**config.mk**
```make
export PLATFORM = sky130hd
export DESIGN_NAME = digit_scan_ctrl
export DESIGN_NICKNAME = d
export VERILOG_FILES = /design/src/rtl/digit_scan_ctrl.sv
export SDC_FILE = /design/constraint.sdc
export NUM_CORES = 1
export LEC_CHECK = 0
export BUFFER_PORTS_ARGS = -buffer_cell sky130_fd_sc_hd__buf_2
export CORE_ASPECT_RATIO = 1.1
export CORE_UTILIZATION = 45
export DETAILED_ROUTE_END_ITERATION = 8
export PLACE_DENSITY = 0.68
export SYNTH_ARGS = -nofsm -noshare
export SYNTH_HDL_FRONTEND = slang
export SYNTH_SLANG_ARGS = --single-unit
```
**constraint.sdc**
```tcl
create_clock -name clk -period 3.3 [get_ports clk]
set_input_delay 0.495 -clock clk [delete_from_list [all_inputs] [get_ports clk]]
set_output_delay 0.495 -clock clk [all_outputs]
set_load 0.01 [all_outputs]
```
**src/rtl/digit_scan_ctrl.sv**
```systemverilog
// Multiplexed 4-digit display scan controller: dwell timer, mask-driven digit walk, frame shadowing.
// Optional macro BLANK_EN adds a blank output that suppresses nibble on tick cycles and in IDLE.

// state | meaning
// ------+----------------------------------------------------------
// IDLE  | not scanning; sel/nibble/valid held at zero
// SCAN  | walking enabled digits, DIV_MAX+1 cycles per digit
module digit_scan_ctrl #(
   parameter int DIV_W   = 4,
   parameter int DIV_MAX = 9
) (
   input  logic        clk,
   input  logic        rst_n,
   input  logic        en,
   input  logic [3:0]  mask,
   input  logic [15:0] data,
   output logic [1:0]  sel,
   output logic [3:0]  nibble,
   output logic        valid,
   output logic        tick,
   output logic        frame_done
`ifdef BLANK_EN
   ,
   output logic        blank
`endif
);

   typedef enum logic {IDLE, SCAN} state_t;

   state_t             state_q;
   logic [1:0]         sel_q;
   logic [DIV_W-1:0]   cnt_q;
   logic [15:0]        shadow_q;
   logic               valid_q;
   logic               tick_q;
   logic               frame_done_q;

   logic [1:0]         low_idx;
   logic [1:0]         next_sel_d;
   logic               wrap;
   logic [3:0]         cur_nib;

   // Descending loops leave the smallest qualifying index as the winner.
   always_comb begin
      low_idx    = 2'd0;
      next_sel_d = 2'd0;
      for (int i = 3; i >= 0; i--) begin
         if (mask[i]) low_idx = 2'(i);
      end
      next_sel_d = low_idx;
      for (int i = 3; i >= 0; i--) begin
         if (mask[i] && (i > int'(sel_q))) next_sel_d = 2'(i);
      end
   end

   assign wrap = (next_sel_d <= sel_q);

   always_ff @(posedge clk or negedge rst_n) begin
      if (!rst_n) begin
         state_q      <= IDLE;
         sel_q        <= 2'd0;
         cnt_q        <= '0;
         shadow_q     <= 16'h0000;
         valid_q      <= 1'b0;
         tick_q       <= 1'b0;
         frame_done_q <= 1'b0;
      end else begin
         case (state_q)
            IDLE: begin
               tick_q       <= 1'b0;
               frame_done_q <= 1'b0;
               if (en && (mask != 4'h0)) begin
                  state_q  <= SCAN;
                  sel_q    <= low_idx;
                  cnt_q    <= '0;
                  shadow_q <= data;
                  valid_q  <= 1'b1;
               end
            end
            SCAN: begin
               // Leaving wins over a pending dwell expiry.
               if (!en || (mask == 4'h0)) begin
                  state_q      <= IDLE;
                  sel_q        <= 2'd0;
                  cnt_q        <= '0;
                  valid_q      <= 1'b0;
                  tick_q       <= 1'b0;
                  frame_done_q <= 1'b0;
               end else if (cnt_q == DIV_W'(DIV_MAX)) begin
                  cnt_q        <= '0;
                  sel_q        <= next_sel_d;
                  tick_q       <= 1'b1;
                  frame_done_q <= wrap;
                  if (wrap) shadow_q <= data;
               end else begin
                  cnt_q        <= cnt_q + 1'b1;
                  tick_q       <= 1'b0;
                  frame_done_q <= 1'b0;
               end
            end
            default: state_q <= IDLE;
         endcase
      end
   end

   assign cur_nib    = shadow_q[{sel_q, 2'b00} +: 4];
   assign sel        = sel_q;
   assign valid      = valid_q;
   assign tick       = tick_q;
   assign frame_done = frame_done_q;

`ifdef BLANK_EN
   assign blank  = tick_q | ~valid_q;
   assign nibble = blank ? 4'h0 : cur_nib;
`else
   assign nibble = valid_q ? cur_nib : 4'h0;
`endif

endmodule
```
==> flow_summary.yaml <==
layout:
  final_nets: 185
  final_layout_size_suffix_gt1_share_pct: 41.4
  stdcell_count: 186
  areaGrowthSynthToFinish_pct: 13.1
  diodes: 0
  fill_cells: 280
  fin_util_pct: 54.2
power_and_ir_drop:
  combPwrFrac_pct: 37.3
  power_uw: 937
  static-leakage-power_nw: 0.826
  p_switching_uw: 292
  power.internal_uw: 645
  sw_frac_of_total_pct: 31.1
  clock_power_share_pct: 13.8
  p_per_area_mw_per_mm2: 562
  p_seq_share_pct: 48.9
  peakVddDrop_mv: 0.356
floorplan:
  io_pins: 32
  fp.dieH_microns: 62.0
  core_region_area_sq_mm: 0.00307
  start_util_pct: 47.9
  core.rowCount: 21
  dieArea_sq_mm: 0.00351
  die_w_microns: 56.6
logic_synthesis:
  yosys_warnings: 0
  synth-seq-cells: 26
  synthesis.nets: 152
  syn_area_per_cell_sq_um: 12.2
  synth_area_leaders: "dfrtp_1 44%, mux2_4 10%, ha_1 6.8%"
  synth_area_leader_cell: "dfrtp_1"
  syn_inst: 121
  synth_top_area_share_pct: 44.1
  synth_area_sq_mm: 0.00147
  seq_area_frac_synth_pct: 44.1
  synth_cell_types: 34
timing:
  period_share_pct: 78.3
  slew_viol_final: 0
  worst_pin_slew_ns: 0.572
  finalHoldViolations: 0
  fin_crit_ns: 2.58
  max_clock_freq_ghz: 0.387
  fin_skew_ns: 0.00547
  slew-limit-headroom_pct: 61.9
  rsz0062_at_grt: "no"
  fin_setup_tns_ns: 0
  setup-violations-final: 0
place:
  numPortBuffers: 31
  dpl.hpwl_microns: 1970
  place.gp.congestion: 0.778
  dp_cells: 183
cts:
  cts.clk_slew.worst_paths_ns: 0.13
  cts_sinks: 26
  clockRootBuffer: "clkbuf_4"
  cts_hold_buf: 0
  tritoncts: "built"
  postCtsSetupRepairBufs: 0
  h-tree-depth: 1
  cts_buffers: 3
  cts_resized: 0
  clock_latency_ns: 0.31
  clockBufferDepth: 2
grt:
  overflow: 0
  track_usage_pct: 16.9
  grt_max_degree: 27
  antenna_found_initial: 0
  grt_pass1_wl_microns: 4570
  grt_pass1_vias: 1030
drt:
  drc: 0
  wl_microns: 2600
  wl_met1_microns: 1140
  drtIter0Drc: 28
  routed-via-count: 1001
  highest_layer: "met4"
  drtAntennaViolNets: 0
  wl_met3_microns: 97
  dr_wl_met2_microns: 1340
  drtPass1Iterations: 4
  routedWlPerCell_microns: 14.0
  routed_via_density: 5.38
worst_setup_path:
  critPathKind: "flip-flop to flip-flop"
  cp.required_ns: 3.51
  r2r_slack_ns: 0.72
  critPathMaxFanout: 16
  worstPathCellList: "mux2i_1, o22ai_1, a21oi_1, ha_1, nand2_1, o21ai_0, a22oi_4, buf_4, mux2_2"
  cp_num_buf_inv: 1
  critPathSlowestCell: "dfrtp_1"
  cp_top_family: "flip-flops"
  start_kind: "flip-flop"
  end_kind: "flip-flop"
  slowest_delay_ns: 0.65
  worst_ep_arrival_time_ns: 2.79
status:
  outcome: "complete, no violations"
hold_path:
  worst_hold_path_type: "input pin to async pin"
job:
  drv_cap: 0
## layout make-up
cell class / count / area, sq um / area share (%)
Sequential cell: 26 / 651 / 39.0
Inverter: 6 / 22.5 / 1.35
Tap cell: 34 / 42.5 / 2.55
Clock buffer: 3 / 22.5 / 1.35
Timing Repair Buffer: 33 / 170 / 10.2
Multi-Input combinational cell: 84 / 758 / 45.5
## sequential cells by signal (all words and copies together), names as in the netlist
| signal | cells |
|---|---|
| valid | 1 |
| cnt_q | 4 |
| sel | 2 |
| shadow_q | 16 |
| frame_done | 1 |
| tick | 1 |
| state_q | 1 |
## worst reg2reg max path, delay by kind of cell (launching register included)
family	cells	cell delay, ns
fa+ha+maj	1	0.26
compound gates	4	0.61
mux	2	0.62
flops	1	0.65
buf+inv	1	0.29
simple gates	1	0.06
## per-stage QoR
step	worst slack, ns	hold WS [ns]	area (sq um)
3_5_place_dp	0.637	0.488	1640
5_1_grt	0.574	0.185	1670
6_report	0.716	0.157	1670
2_1_floorplan	0.798	0.199	1470
3_3_place_gp	0.670	0.487	1640
4_1_cts	0.687	0.174	1670
## power by group through the flow
stage,clock [mW],sequential [mW],combinational [mW]
after CTS,0.137,0.460,0.356
final,0.129,0.458,0.349
after floorplan,0,0.439,0.280
after detailed placement,0,0.464,0.355
after global routing,0.144,0.470,0.387
after global placement,0,0.461,0.345
## cells in the mapped netlist (all sizes together)
| cell type | instances |
|---|---|
| dfrtp | 26 |
| mux2 | 17 |
| ha | 8 |
| nand2 | 7 |
| and2 | 6 |
| inv | 6 |
| nor2 | 6 |
| o21ai | 6 |
| a21oi | 4 |
| mux4 | 4 |
| clkbuf | 3 |
| nand2b | 3 |
| a31oi | 2 |
| buf | 2 |
| mux2i | 2 |
| nand3b | 2 |
| nor2b | 2 |
| or2 | 2 |
| a211oi | 1 |
| a21o | 1 |
| a22oi | 1 |
| nand3 | 1 |
| nand4 | 1 |
| nor3 | 1 |
| nor3b | 1 |
| nor4 | 1 |
| o21bai | 1 |
| o22ai | 1 |
| o2bb2ai | 1 |
| o31ai | 1 |
| or4 | 1 |
## routing by layer
metal	GRT usage (%)	vias to the layer above
li1	-	489
met5	0	-
met1	20.6	495
met4	5.23	0
met3	2.90	2
met2	31.3	15
## path summary, 6_finish.rpt
kind | endpoint | depth (start not counted) | start
max | shadow_q[13] | 9 | sel[1]
min | cnt_q[3] | 1 | rst_n
max reg2reg | shadow_q[13] | 9 | sel[1]
min reg2reg | shadow_q[10] | 1 | shadow_q[10]
max in group asynchronous | shadow_q[10] | 1 | rst_n
min in group clk | shadow_q[14] | 2 | data[14]
## kinds of logic (layout without fill, tap and decap cells)
group | count (synthesis) | count (layout) | share of synthesized area [%]
buf+inv | 11 | 42 | 4.41
fa+ha+maj | 8 | 8 | 6.79
simple gates | 34 | 34 | 12.8
compound gates | 19 | 19 | 8.83
mux | 23 | 23 | 23.0
flops | 26 | 26 | 44.1
## placed cells by master (no fill, tap or decap), types with 3 or more instances in the layout
cell type,n
a21oi_1,4
nor2_1,6
and2_1,5
buf_2,31
mux2_2,7
dfrtp_1,26
nand2_1,7
inv_1,6
ha_1,8
o21ai_0,6
mux4_2,4
clkbuf_4,3
mux2_4,10
nand2b_1,3
No activity file was read; power rests on OpenSTA's default activity.
